### config.mk
export PLATFORM = sky130hd
export DESIGN_NAME = countdown_timer
export DESIGN_NICKNAME = d
export VERILOG_FILES = /design/src/rtl/countdown_timer_pkg.sv /design/src/rtl/tick_gen.sv /design/src/rtl/countdown_timer.sv
export SDC_FILE = /design/constraint.sdc
export NUM_CORES = 1
export LEC_CHECK = 0
export ABC_AREA = 1
export CAP_MARGIN = 30
export CELL_PAD_IN_SITES_DETAIL_PLACEMENT = 1
export CELL_PAD_IN_SITES_GLOBAL_PLACEMENT = 2
export CORE_ASPECT_RATIO = 1.25
export CORE_MARGIN = 2
export CORE_UTILIZATION = 30
export DETAILED_ROUTE_END_ITERATION = 6
export GPL_ROUTABILITY_DRIVEN = 0
export GPL_TIMING_DRIVEN = 1
export PLACE_DENSITY = 0.86
export SLEW_MARGIN = 20
export SYNTH_ARGS = -nofsm -noshare
export SYNTH_HDL_FRONTEND = slang
export SYNTH_HIERARCHICAL = 1
export SYNTH_SLANG_ARGS = --single-unit
### constraint.sdc
create_clock -name clk -period 2.3 [get_ports clk]
set_input_delay 0.345 -clock clk [delete_from_list [all_inputs] [get_ports clk]]
set_output_delay 0.345 -clock clk [all_outputs]
set_load 0.01 [all_outputs]
### src/rtl/countdown_timer_pkg.sv
// Shared types and defaults for the countdown timer block.
package countdown_timer_pkg;

  localparam int DEF_WIDTH    = 8;
  localparam int DEF_PRESCALE = 1;

  typedef enum logic [1:0] {
    ST_IDLE  = 2'd0,
    ST_RUN   = 2'd1,
    ST_PAUSE = 2'd2,
    ST_DONE  = 2'd3
  } state_e;

endpackage

### src/rtl/tick_gen.sv
// Prescaler: emits a tick on the enabled cycle where the count reaches PRESCALE-1.
module tick_gen #(
  parameter int PRESCALE = 1
) (
  input  logic clk,
  input  logic rst_n,
  input  logic enable,
  input  logic clear,
  output logic tick
);

  localparam int CW = (PRESCALE > 1) ? $clog2(PRESCALE) : 1;
  localparam logic [CW-1:0] LAST = CW'(PRESCALE - 1);

  logic [CW-1:0] cnt_q, cnt_d;
  logic          at_last;

  assign at_last = (cnt_q == LAST);
  assign tick    = enable && at_last;

  // clear has priority; a disabled prescaler simply holds its phase
  always_comb begin
    cnt_d = cnt_q;
    if (clear)
      cnt_d = '0;
    else if (enable)
      cnt_d = at_last ? '0 : cnt_q + CW'(1);
  end

  always_ff @(posedge clk or negedge rst_n) begin
    if (!rst_n) cnt_q <= '0;
    else        cnt_q <= cnt_d;
  end

endmodule

### src/rtl/countdown_timer.sv
// Loadable countdown timer with pause/resume, optional auto-reload and a prescaled tick.
module countdown_timer
  import countdown_timer_pkg::*;
#(
  parameter int WIDTH    = DEF_WIDTH,
  parameter int PRESCALE = DEF_PRESCALE
) (
  input  logic             clk,
  input  logic             rst_n,
  input  logic             load,
  input  logic [WIDTH-1:0] load_value,
  input  logic             start,
  input  logic             stop,
  input  logic             auto_reload,
  output logic [WIDTH-1:0] remaining,
  output logic             running,
  output logic             expired,
  output logic             done
);

  state_e           state_q, state_d;
  logic [WIDTH-1:0] remaining_q, remaining_d;
  logic [WIDTH-1:0] reload_q, reload_d;
  logic             running_q, expired_q, done_q, expired_d;
  logic             tick, pre_en;

  // The prescaler only advances on cycles that actually count; load/stop freeze it
  assign pre_en = (state_q == ST_RUN) && !load && !stop;

  tick_gen #(.PRESCALE(PRESCALE)) u_tick_gen (
    .clk    (clk),
    .rst_n  (rst_n),
    .enable (pre_en),
    .clear  (load),
    .tick   (tick)
  );

  always_comb begin
    state_d     = state_q;
    remaining_d = remaining_q;
    reload_d    = reload_q;
    expired_d   = 1'b0;
    if (load) begin
      remaining_d = load_value;
      reload_d    = load_value;
      state_d     = ST_IDLE;
    end else begin
      case (state_q)
        ST_IDLE: begin
          if (!stop && start && remaining_q != '0) state_d = ST_RUN;
        end
        ST_PAUSE: begin
          if (!stop && start && remaining_q != '0) state_d = ST_RUN;
        end
        ST_RUN: begin
          if (stop) begin
            state_d = ST_PAUSE;
          end else if (tick) begin
            if (remaining_q > WIDTH'(1)) begin
              remaining_d = remaining_q - WIDTH'(1);
            end else if (remaining_q == WIDTH'(1)) begin
              expired_d = 1'b1;
              if (auto_reload && reload_q != '0) begin
                remaining_d = reload_q;
              end else begin
                remaining_d = '0;
                state_d     = ST_DONE;
              end
            end else begin
              state_d = ST_DONE;
            end
          end
        end
        default: ; // DONE: only load or reset leave
      endcase
    end
  end

  always_ff @(posedge clk or negedge rst_n) begin
    if (!rst_n) begin
      state_q     <= ST_IDLE;
      remaining_q <= '0;
      reload_q    <= '0;
      running_q   <= 1'b0;
      expired_q   <= 1'b0;
      done_q      <= 1'b0;
    end else begin
      state_q     <= state_d;
      remaining_q <= remaining_d;
      reload_q    <= reload_d;
      running_q   <= (state_d == ST_RUN);
      expired_q   <= expired_d;
      done_q      <= (state_d == ST_DONE);
    end
  end

  assign remaining = remaining_q;
  assign running   = running_q;
  assign expired   = expired_q;
  assign done      = done_q;

endmodule

### After elaboration in Yosys (flattened, before gate mapping)

Index checks and enable logic that the tools add are counted.

| cells by class | value |
|---|---|
| magnitude comparators | 1 |
| eq/ne operators | 6 |
| multiplexer cells | 24 |
| bitwise logic cells | 1 |
| reductions and logical operators | 17 |
| add/subtract/negate cells | 2 |

Operator list:

| operator | number |
|---|---|
| $mux W8 | 7 |
| $reduce_bool A8 Y1 | 2 |
| $mux W2 | 7 |
| $mux W1 | 9 |
| $eq A8 B1 Y1 const B | 1 |
| $gt A8 B1 Y1 const B | 1 |
| $sub A8 B1 Y8 const B | 1 |
| $logic_and A1 B1 Y1 | 6 |
| $reduce_bool A2 Y1 | 3 |
| $eq A2 B1 Y1 const B | 2 |
| $eq A2 B2 Y1 const B | 2 |
| $pmux W2 S2 | 1 |
| $reduce_and A4 Y1 | 1 |
| $reduce_bool A3 Y1 | 1 |
| $logic_not A1 Y1 | 2 |
| $logic_not A2 Y1 | 1 |
| $ne A2 B2 Y1 const B | 1 |
| $reduce_or A2 Y1 | 1 |
| $add A1 B1 Y1 const B | 1 |
| $not A1 Y1 | 1 |

| storage, ports and cells | value |
|---|---|
| output and inout bits | 11 |
| logic and storage cells | 58 |
| input port bits | 14 |
| register bits | 22 |

### Depth between registers and ports, before layout

Gate-level depths: netlist of run 1.

| depth | value |
|---|---|
| word-level depth | 10 |
| gate-level depth with buffers | 10 |
| depth with buffers taken out | 10 |

### Modules after synthesis

The synthesis of run 1 kept the hierarchy.

Modules (own cells, without submodules):

| module | area each (µm²) | cells an instance | times used | sequential area each (µm²) |
|---|---|---|---|---|
| countdown_timer | 1363.8 | 197 | 1 | 525.5 |
| tick_gen | 7.5 | 1 | 1 | 0.0 |

### Worst setup path after synthesis of run 1

Ideal clock, no wire load.

| timing path | value |
|---|---|
| path type | input to register |
| start point | input port load |
| end point | register remaining_q[0], in the netlist remaining[0] |
| stages | 8 |
| path slack | 0.695 ns |
| arrival time | 1.481 ns |
| cell sequence | clkbuf_1 nor3_1 buf_4 inv_1 nor3_1 nand2_2 a21boi_0 a21oi_1 |

| on the way | value |
|---|---|
| longest elaborated chain between the ends | 6 |
| elaborated cells between the ends (all ways) | 10 |

RTL lines:

| what | RTL line | text |
|---|---|---|
| start: declaration | countdown_timer.sv:10 | `input logic load,` |
| $logic_not A1 Y1 | countdown_timer.sv:28 | `assign pre_en = (state_q == ST_RUN) && !load && !stop;` |
| $logic_and A1 B1 Y1 (2 in series) | countdown_timer.sv:28 |  |
| via pre_en | countdown_timer.sv:25 | `logic tick, pre_en;` |
| $logic_and A1 B1 Y1 | tick_gen.sv:19 | `assign tick = enable && at_last;` |
| via tick | countdown_timer.sv:25 |  |
| $reduce_bool A2 Y1 (no line) | n/a |  |
| $reduce_and A4 Y1 (no line) | n/a |  |
| end signal: assignment | countdown_timer.sv:89 | `remaining_q <= remaining_d;` |
| end: declaration | countdown_timer.sv:22 | `logic [WIDTH-1:0] remaining_q, remaining_d;` |

The timed path passes the listed nets, and every way through them passes these cells.
A chain may end at the register's enable or synchronous reset.

### Worst setup path after layout of run 1

| timing path | value |
|---|---|
| start point | input port load |
| end point | register remaining_q[5], in the netlist remaining[5] |

| on the way | value |
|---|---|
| longest elaborated chain between the ends | 6 |
| elaborated cells between the ends (all ways) | 10 |

RTL lines:

| what | RTL line |
|---|---|
| $logic_not A1 Y1 | countdown_timer.sv:28 |
| $logic_and A1 B1 Y1 (2 in series) | countdown_timer.sv:28 |
| via pre_en | countdown_timer.sv:25 |
| $logic_and A1 B1 Y1 | tick_gen.sv:19 |
| $reduce_bool A2 Y1 (no line) | n/a |
| $reduce_and A4 Y1 (no line) | n/a |

The timed path passes the listed nets, and every way through them passes these cells.

==> results of run 1 <==
## layer usage
layer | wire, um | vias to the layer above | track usage (%)
met3 | 40 | 2 | 1.27
li1 | - | 674 | -
met4 | 40 | 0 | 5.74
met1 | 1650 | 616 | 19.0
met5 | 0 | - | 0
met2 | 1910 | 9 | 29.0
## where the power goes
| part | switching [mW] | internal [mW] |
|---|---|---|
| Sequential | 0.0407 | 0.405 |
| Combinational | 0.149 | 0.125 |
| Clock | 0.114 | 0.123 |
## cells in the mapped netlist, types with 2 or more instances
master and count:
nor3_1 2, dfrtp_1 21, nand2_4 2, a21boi_0 8, nor2_4 3, nand2_1 46
nand3_1 27, nand2_2 4, a21oi_1 8, clkbuf_1 4, ha_1 3, inv_1 27
nor2_1 26, nand4_1 3, o21ai_0 10
## cell type report
| cell class | instances | area (um2) | share of cell area (%) |
|---|---|---|---|
| Tap cell | 58 | 72.6 | 4.20 |
| Multi-Input combinational cell | 144 | 718 | 41.5 |
| Timing Repair Buffer | 27 | 263 | 15.2 |
| Sequential cell | 21 | 526 | 30.4 |
| Inverter | 28 | 105 | 6.08 |
| Clock buffer | 4 | 45.0 | 2.60 |
## worst min path at each step
| stage | startpoint | slack (ns) | end |
|---|---|---|---|
| finish | rst_n | 0.43 | reload_q[7]$_DFFE_PN0P_ |
| global route | rst_n | 0.46 | reload_q[2]$_DFFE_PN0P_ |
| CTS | rst_n | 0.44 | reload_q[7]$_DFFE_PN0P_ |
| detailed placement | reload_q[1]$_DFFE_PN0P_ | 0.54 | reload_q[1]$_DFFE_PN0P_ |
| global placement | reload_q[6]$_DFFE_PN0P_ | 0.53 | reload_q[6]$_DFFE_PN0P_ |
| floorplan | rst_n | 0.05 | done$_DFF_PN0_ |
## cells by family (layout without fill, tap and decap cells)
group | after synthesis | in the layout | share of synthesized area [%]
buffers and inverters | 33 | 59 | 9.31
flip-flops | 21 | 21 | 38.3
AO/OA/AOI/OAI | 26 | 26 | 10.9
AND/OR/NAND/NOR | 114 | 114 | 38.0
adder cells (fa/ha/maj) | 3 | 3 | 2.74
XOR/XNOR | 1 | 1 | 0.639
## sequential cells by signal (all words and copies together), names as in the netlist
register and cells:
remaining 8, running 1, done 1, state_q 2, expired 1, reload_q 8
## critical path, stage by stage
cell and delay (ns):
clkdlybuf4s50_1 0.47, nor3_1 0.30, inv_1 0.10, nor3_1 0.32, nand2_2 0.18, a21boi_0 0.22, a21oi_1 0.10
==> out/metrics.yaml, run 1 <==
postSynthAreaPerCell_um2: 6.93
drc: 0
rows: 27
ant_nets: 0
grt_max_degree: 22
path_clk_slew_ns: 0.07
grt_pass1_wl_um: 6250
peakVddDrop_v: 0.000300
cts_buffer_depth: 2
clock_tree.root_cell: "clkbuf_8"
hp-class: "input port to async pin"
wire_per_inst_um: 12.9
die_w_um: 64.5
synth_edf_count: 0
io_pins: 25
worst-path-max-fanout: 9
cts_num_sinks: 21
numPortBuffers: 24
ys.flop_type: "dfrtp_1"
cts_tree: "yes"
vias: 1301
slew_headroom_pct: 70.2
r2r_start: "state_q[1]$_DFF_PN0_"
p_leak_nw: 0.828
drt_iter0_drc: 35
grt_use_total_pct: 15.8
fin_ws_ns: 0.399
rr_endpoint: "remaining[5]$_DFFE_PN0P_"
clock_latency_ns: 0.25
numCtsBuffers: 3
seq_area_frac_synth_pct: 38.3
p_per_area_mw_per_mm2: 554
antenna_found_initial: 0
fin_util_pct: 39.4
drive_gt1_share_pct: 7.59
finalWirelength_um: 3640
skew_ns: 0.00181
first_global_vias: 1365
vias_per_cell: 4.61
dp_slack_ns: 0.138
yosysTopAreaCell: "dfrtp_1"
die_y_um: 79.6
dp_hpwl_um: 2960
numPlacedInstances: 278
drtPass1Iterations: 4
cp-startpoint: "load"
period_share_pct: 82.7
dieArea_mm2: 0.00513
setup_viol: 0
fin_area_mm2: 0.00173
ys_ff_latch: 21
nNetsFinal: 242
placed_cell_area_mm2: 0.00168
startpoint_type: "input port"
finalPower_mw: 0.957
reg2regPathDepth: 8
cp.required_ns: 2.43
post_cts_buffers: 0
yosysTopAreaCellShare_pct: 38.3
end_kind: "flop"
finalNonFillerCells: 282
h-tree-depth: 1
hold_viol_final: 0
synth_cell_type_count: 19
setup.worst_path.end: "remaining[5]$_DFFE_PN0P_"
postSynth.asyncResetShare_pct: 100
maxCapViolations: 0
grt.overflow.total: 0
syn_inst: 198
ys_top_cells_by_area: "dfrtp_1 (38%), nand2_1 (13%), nand3_1 (9.9%), inv_1 (7.4%), nor2_1 (7.1%)"
ctsHoldBuffers: 0
final_common_cell: "nand2_1"
ys_warn_count: 6
run_status: "completed"
n_antenna_cell: 0
synthesis.nets: 215
critPathKind: "input port to flop"
tns_ns: 0
fillCellCount: 579
drv_slew: 0
synthToLayoutAreaGrowth_pct: 26.1
arrival_ns: 2.04
syn-cell-area_mm2: 0.00137
rrSetupSlack_ns: 0.47
final_cell_mix: "nand2_1 (46), inv_1 (27), nand3_1 (27)"
core_region_area_mm2: 0.00439
rsz0062_at_grt: "no"
post_cts_resized: 0
fin_hold_ws_ns: 0.432
initial_core_util_pct: 31.2
period_minus_slack_ns: 1.90
fmax_ghz: 0.526
worstMarginPinSlew_ns: 0.447
Power figures use the tool's default switching activity.
==> inputs of run 2 (changes only) <==
- CORE_UTILIZATION: 30 -> 25
- PLACE_DENSITY: 0.86 -> 0.77
- clock period: 2.3 -> 1.5 ns (I/O delays scaled with it)
==> run 2 against run 1 <==
  * The run now ends with setup timing left
  * Die area up 19%
  * Critical endpoint is now remaining[0]$_DFFE_PN0P_
  * Largest power group unchanged
  * Routed wire length is 22% higher
  * Via count rose by 14%
  * Clock skew increased by 0.00081 ns
  * Global-route usage down 0.54 points
  * Register-to-register slack got worse by 0.48 ns
==> out/metrics.yaml, run 2 (synthesis gave the netlist of run 1 again) <==
fin_area_mm2: 0.00216  # was 0.00173 mm2
peakVddDrop_v: 0.000284  # was 0.000300 V
end_kind: "flop"  # unchanged
h-tree-depth: 1  # unchanged
combPwrFrac_pct: 37.6  # was 28.6%
numCtsBuffers: 3  # unchanged
vias_per_cell: 4.55  # was 4.61
hold_viol_final: 0  # unchanged
wire_per_inst_um: 13.7  # was 12.9 um
dieArea_mm2: 0.00610  # was 0.00513 mm2
fmax_ghz: 0.664
n_antenna_cell: 0  # unchanged
cts_buffer_depth: 2  # unchanged
slowest_stage: "dfrtp_1"  # was clkdlybuf4s50_1
max_stage_delay_ns: 0.40  # was 0.47 ns
drt_iter0_drc: 29  # was 35
dp_hpwl_um: 3260  # was 2960 um
rrSetupSlack_ns: -0.006  # was 0.47 ns
setup_viol: 1  # was 0
worst-path-max-fanout: 5  # was 9
hp-class: "input port to async pin"  # unchanged
p_sw_share_pct: 33.0  # was 31.8%
numPortBuffers: 24  # unchanged
die_w_um: 70.2  # was 64.5 um
core_region_area_mm2: 0.00537  # was 0.00439 mm2
grt.overflow.total: 0  # unchanged
cp-startpoint: "state_q[1]$_DFF_PN0_"  # was load
seq_power_share_pct: 39.7  # was 46.6%
p_per_area_mw_per_mm2: 776  # was 554 mW/mm2
fillCellCount: 681  # was 579
ant_nets: 0  # unchanged
path_delay_family: "simple AND/OR/NAND/NOR gates"  # unchanged
period_share_pct: 100
cp.required_ns: 1.65  # was 2.43 ns
die_y_um: 86.8  # was 79.6 um
startpoint_type: "flop"  # was input port
drive_gt1_share_pct: 30.7  # was 7.59%
period_minus_slack_ns: 1.51
grt_pass1_wl_um: 7330  # was 6250 um
rows: 30  # was 27
slew_headroom_pct: 80.2  # was 70.2%
path_buf_inv: 2  # unchanged
clock_tree.root_cell: "clkbuf_8"  # unchanged
finalWirelength_um: 4440  # was 3640 um
violations: "setup timing"
clock_latency_ns: 0.26  # was 0.25 ns
drtPass1Iterations: 4  # unchanged
synthToLayoutAreaGrowth_pct: 57.2  # was 26.1%
arrival_ns: 1.65  # was 2.04 ns
path_clk_slew_ns: 0.08  # was 0.07 ns
p_leak_nw: 1.06  # was 0.828 nW
finalPower_mw: 1.67  # was 0.957 mW
vias: 1478  # was 1301
first_global_vias: 1554  # was 1365
p_clk_share_pct: 22.7  # was 24.8%
io_pins: 25  # unchanged
fin_hold_ws_ns: 0.313  # was 0.432 ns
placed_cell_area_mm2: 0.00187  # was 0.00168 mm2
grt_use_total_pct: 15.2  # was 15.8%
ctsHoldBuffers: 0  # unchanged
fin_ws_ns: -0.00586  # was 0.399 ns
r2r_start: "state_q[1]$_DFF_PN0_"  # unchanged
maxCapViolations: 0  # unchanged
worstMarginPinSlew_ns: 0.297  # was 0.447 ns
antenna_found_initial: 0  # unchanged
final_common_cell: "nand2_1"  # unchanged
final_cell_mix: "nand2_1 (43), buf_4 (39), nand3_1 (23)"  # was nand2_1 (46), inv_1 (27), nand3_1 (27)
p_int_mw: 1.12  # was 0.653 mW
cts_num_sinks: 21  # unchanged
switchingPower_mw: 0.552  # was 0.304 mW
crit_path_cell_trace: "inv_1 -> nand2_2 -> nor3_4 -> inv_2 -> nor3_4 -> nand2_4 -> a21boi_1 -> a21oi_1"  # was clkdlybuf4s50_1 -> nor3_1 -> inv_1 -> nor3_1 -> nand2_2 -> a21boi_0 -> a21oi_1
nNetsFinal: 279  # was 242
initial_core_util_pct: 25.5  # was 31.2%
drc: 0  # unchanged
critPathKind: "flop to flop"  # was input port to flop
drv_slew: 0  # unchanged
rsz0062_at_grt: "yes"  # was no
crit_top_cell: "nor3_4"  # was nor3_1
run_status: "finished, violations left"  # was completed
grt_max_degree: 22  # unchanged
cts_tree: "yes"  # unchanged
skew_ns: 0.00262  # was 0.00181 ns
run 2: cell count changes in the layout (fill, tap and decap cells not counted), moves of 4 or more:
cell and delta:
nand2_4 +5, nand3_1 -4, buf_4 +36, clkdlybuf4s50_1 -7, a21boi_1 +7, inv_2 +4, dlygate4sd2_1 +5, a21boi_0 -7
inv_1 -5, nor2_2 +4, nor2_1 -6
run 2: timing repair:
item / CTS / global route
buffers inserted: 12 / 2
pin swaps: 7 / 7
setup endpoints to repair: 15 / 14
resized for setup: 33 / 18
gates cloned: 1 / 0
run 2: worst reg2reg max path, stage by stage (launching register included):
cell	delay [ns]
dfrtp_1	0.40
inv_1	0.07
nand2_2	0.07
nor3_4	0.15
inv_2	0.07
nor3_4	0.25
nand2_4	0.12
a21boi_1	0.17
a21oi_1	0.09
run 2: per-layer routing:
layer / vias to the layer above / routed length, um / global-route usage (%)
met5: - / 0 / 0
met4: 0 / 40 / 4.72
met3: 2 / 33 / 0.814
met2: 11 / 2450 / 28.8
met1: 707 / 1920 / 18.3
li1: 758 / - / -
run 2: power by group through the flow:
stage	registers (mW)	clock network [mW]	logic [mW]
6_report	0.664	0.380	0.629
5_1_grt	0.672	0.412	0.702
4_1_cts	0.663	0.388	0.612
3_5_place_dp	0.676	0	0.543
3_3_place_gp	0.673	0	0.536
2_1_floorplan	0.699	0	0.233
run 2: through the flow:
step	util [%]	std cells	worst slack [ns]	setup TNS, ns
detailed placement	34.9	307	-0.412	-4.32
finish	40.2	325	-0.00586	-0.00586
CTS	38.8	324	0.000729	0
global route	40.2	325	-0.127	-0.989
global placement	34.9	307	-0.361	-3.68
floorplan	-	198	0.0101	0
run 2: cell type report:
cell class                      count  area [um2]  area share (%)
Multi-Input combinational cell    145         861            39.9
Sequential cell                    21         529            24.6
Inverter                           28         109            5.05
Timing Repair Buffer               63         532            24.7
Tap cell                           64        80.1            3.71
Clock buffer                        4        45.0            2.09
run 2: final timing paths:
check / endpoint / cells after the start
worst max-delay path: remaining[0]$_DFFE_PN0P_ / 8
worst min-delay path: reload_q[6]$_DFFE_PN0P_ / 2
worst max register to register: remaining[0]$_DFFE_PN0P_ / 8
worst min register to register: reload_q[5]$_DFFE_PN0P_ / 2
max in group asynchronous: remaining[3]$_DFFE_PN0P_ / 2
min in group clk: reload_q[5]$_DFFE_PN0P_ / 2
==> inputs of run 3 (changes only) <==
- CORE_MARGIN: 2 -> 10
- TNS_END_PERCENT: not set -> 1
==> run 3 against run 2 <==
  * The flow still finishes with violations (setup timing)
  * Power decreased by 3.9%
  * Utilization decreased by 2.2 points
  * Sequential share of layout area increased by 1.3 points
  * Worst hold slack got worse by 0.0038 ns
  * Sequential power about the same
  * Setup slack about the same
  * Critical path depth unchanged
  * Via count decreased by 3.1%
==> out/metrics.yaml, run 3 (synthesis gave the netlist of run 1 again) <==
run_status: "finished, violations left"  # unchanged
violations: "setup timing"  # unchanged
drv_slew: 0  # unchanged
setup.worst_path.end: "remaining[7]$_DFFE_PN0P_"  # was remaining[0]$_DFFE_PN0P_
hold_viol_final: 0  # unchanged
placed_cell_area_mm2: 0.00187  # unchanged
numPlacedInstances: 307  # unchanged
path_clk_slew_ns: 0.08  # about the same
core_region_area_mm2: 0.00537  # unchanged
grt.overflow.total: 0  # unchanged
grt_pass1_wl_um: 7420  # was 7330 um
dp_hpwl_um: 3450  # was 3260 um
fillCellCount: 693  # was 681
synthToLayoutAreaGrowth_pct: 48.6  # was 57.2%
numCtsBuffers: 3  # unchanged
h-tree-depth: 1  # unchanged
setup_viol: 1  # unchanged
dp_slack_ns: -0.435  # was -0.412 ns
numPortBuffers: 24  # unchanged
maxCapViolations: 0  # unchanged
fin_ws_ns: -0.00564  # was -0.00586 ns
cts_buffer_depth: 2  # unchanged
startpoint_type: "flop"  # unchanged
period_minus_slack_ns: 1.51  # about the same
die_w_um: 86.2  # was 70.2 um
period_share_pct: 100  # about the same
drtPass1Iterations: 4  # unchanged
peakVddDrop_v: 0.000352  # was 0.000284 V
multiInputGateArea_um2: 788  # was 861 um2
vias_per_cell: 4.52  # was 4.55
critPathKind: "flop to flop"  # unchanged
n_antenna_cell: 0  # unchanged
worst-path-max-fanout: 5  # unchanged
grt_use_total_pct: 10.3  # was 15.2%
first_global_vias: 1563  # was 1554
dieArea_mm2: 0.00887  # was 0.00610 mm2
grt_max_degree: 22  # unchanged
rsz0062_at_grt: "yes"  # unchanged
wire_per_inst_um: 13.6  # was 13.7 um
vias: 1432  # was 1478
hp-class: "input port to async pin"  # unchanged
finalPower_mw: 1.61  # was 1.67 mW
fin_hold_ws_ns: 0.310  # was 0.313 ns
slew_headroom_pct: 81.1  # was 80.2%
regArea_um2: 527  # was 529 um2
finalNonFillerCells: 317  # was 325
drt_iter0_drc: 35  # was 29
drc: 0  # unchanged
final_cell_mix: "nand2_1 (44), buf_4 (29), nand3_1 (26)"  # was nand2_1 (43), buf_4 (39), nand3_1 (23)
tns_ns: -0.00564  # was -0.00586 ns
p_leak_nw: 1.01  # was 1.06 nW
nNetsFinal: 271  # was 279
drive_gt1_share_pct: 25.3  # was 30.7%
fin_area_mm2: 0.00204  # was 0.00216 mm2
io_pins: 25  # unchanged
fin_util_pct: 38.0  # was 40.2%
arrival_ns: 1.65  # about the same
ant_nets: 0  # unchanged
initial_core_util_pct: 25.5  # unchanged
die_y_um: 103  # was 86.8 um
skew_ns: 0.00356  # was 0.00262 ns
rrSetupSlack_ns: -0.006  # about the same
cp.required_ns: 1.65  # about the same
finalWirelength_um: 4320  # was 4440 um
worstMarginPinSlew_ns: 0.283  # was 0.297 ns
cts_num_sinks: 21  # unchanged
cp-startpoint: "state_q[1]$_DFF_PN0_"  # unchanged
clock_latency_ns: 0.26  # about the same
fmax_ghz: 0.664  # about the same
antenna_found_initial: 0  # unchanged
cts_tree: "yes"  # unchanged
clock_tree.root_cell: "clkbuf_8"  # unchanged
final_common_cell: "nand2_1"  # unchanged
rr_endpoint: "remaining[7]$_DFFE_PN0P_"  # was remaining[0]$_DFFE_PN0P_
p_per_area_mw_per_mm2: 789  # was 776 mW/mm2
rows: 30  # unchanged
reg2regPathDepth: 8  # unchanged
r2r_start: "state_q[1]$_DFF_PN0_"  # unchanged
end_kind: "flop"  # unchanged
## run 3: changes by cell type in the layout (fill, tap and decap cells not counted), sizes merged
cell,previous run,this run
dlymetal6s2s,2,3
clkdlybuf4s50,17,14
dlygate4sd2,5,7
clkinv,0,1
buf,39,31
clkbuf,4,3
## run 3: how the worst min path moves through the flow
stage	from	end	depth (start not counted)
after global placement	reload_q[6]$_DFFE_PN0P_	reload_q[6]$_DFFE_PN0P_	2
after global routing	rst_n	reload_q[3]$_DFFE_PN0P_	2
after detailed placement	reload_q[1]$_DFFE_PN0P_	reload_q[1]$_DFFE_PN0P_	2
final	rst_n	reload_q[6]$_DFFE_PN0P_	2
after CTS	rst_n	reload_q[3]$_DFFE_PN0P_	2
after floorplan	rst_n	done$_DFF_PN0_	0
## run 3: critical path, cell delays in order (launching register included)
cell      delay, ns
dfrtp_1        0.39
inv_1          0.07
nand2_2        0.07
nor3_4         0.15
inv_2          0.08
nor3_4         0.23
nand2_2        0.15
a21boi_1       0.18
a21oi_1        0.08
## run 3: layer usage
metal	vias up	part of all wire [%]	global-route usage, %
met4	0	1.5	2.75
met2	20	54	19.9
met5	-	0	0
met3	4	2.7	1.42
met1	665	41	11.2
li1	743	-	-
## run 3: power breakdown
part	switching (mW)	internal (mW)
clock	0.189	0.185
combinational	0.293	0.277
sequential	0.0415	0.622
total	0.523	1.08
## run 3: what timing repair did
| item | CTS | global route |
|---|---|---|
| hold buffers | 0 | 0 |
| gates cloned | 1 | 0 |
| pin swaps | 3 | 2 |
| gates resized for setup | 21 | 16 |
| setup endpoints to repair | 17 | 14 |
| buffers inserted | 5 | 0 |
## run 3: cell type report
class                           count  area share [%]
Tap cell                           64            3.93
Multi-Input combinational cell    145            38.7
Clock inverter                      1           0.246
Clock buffer                        3            2.03
Timing Repair Buffer               55            23.9
Sequential cell                    21            25.8
Inverter                           28            5.34
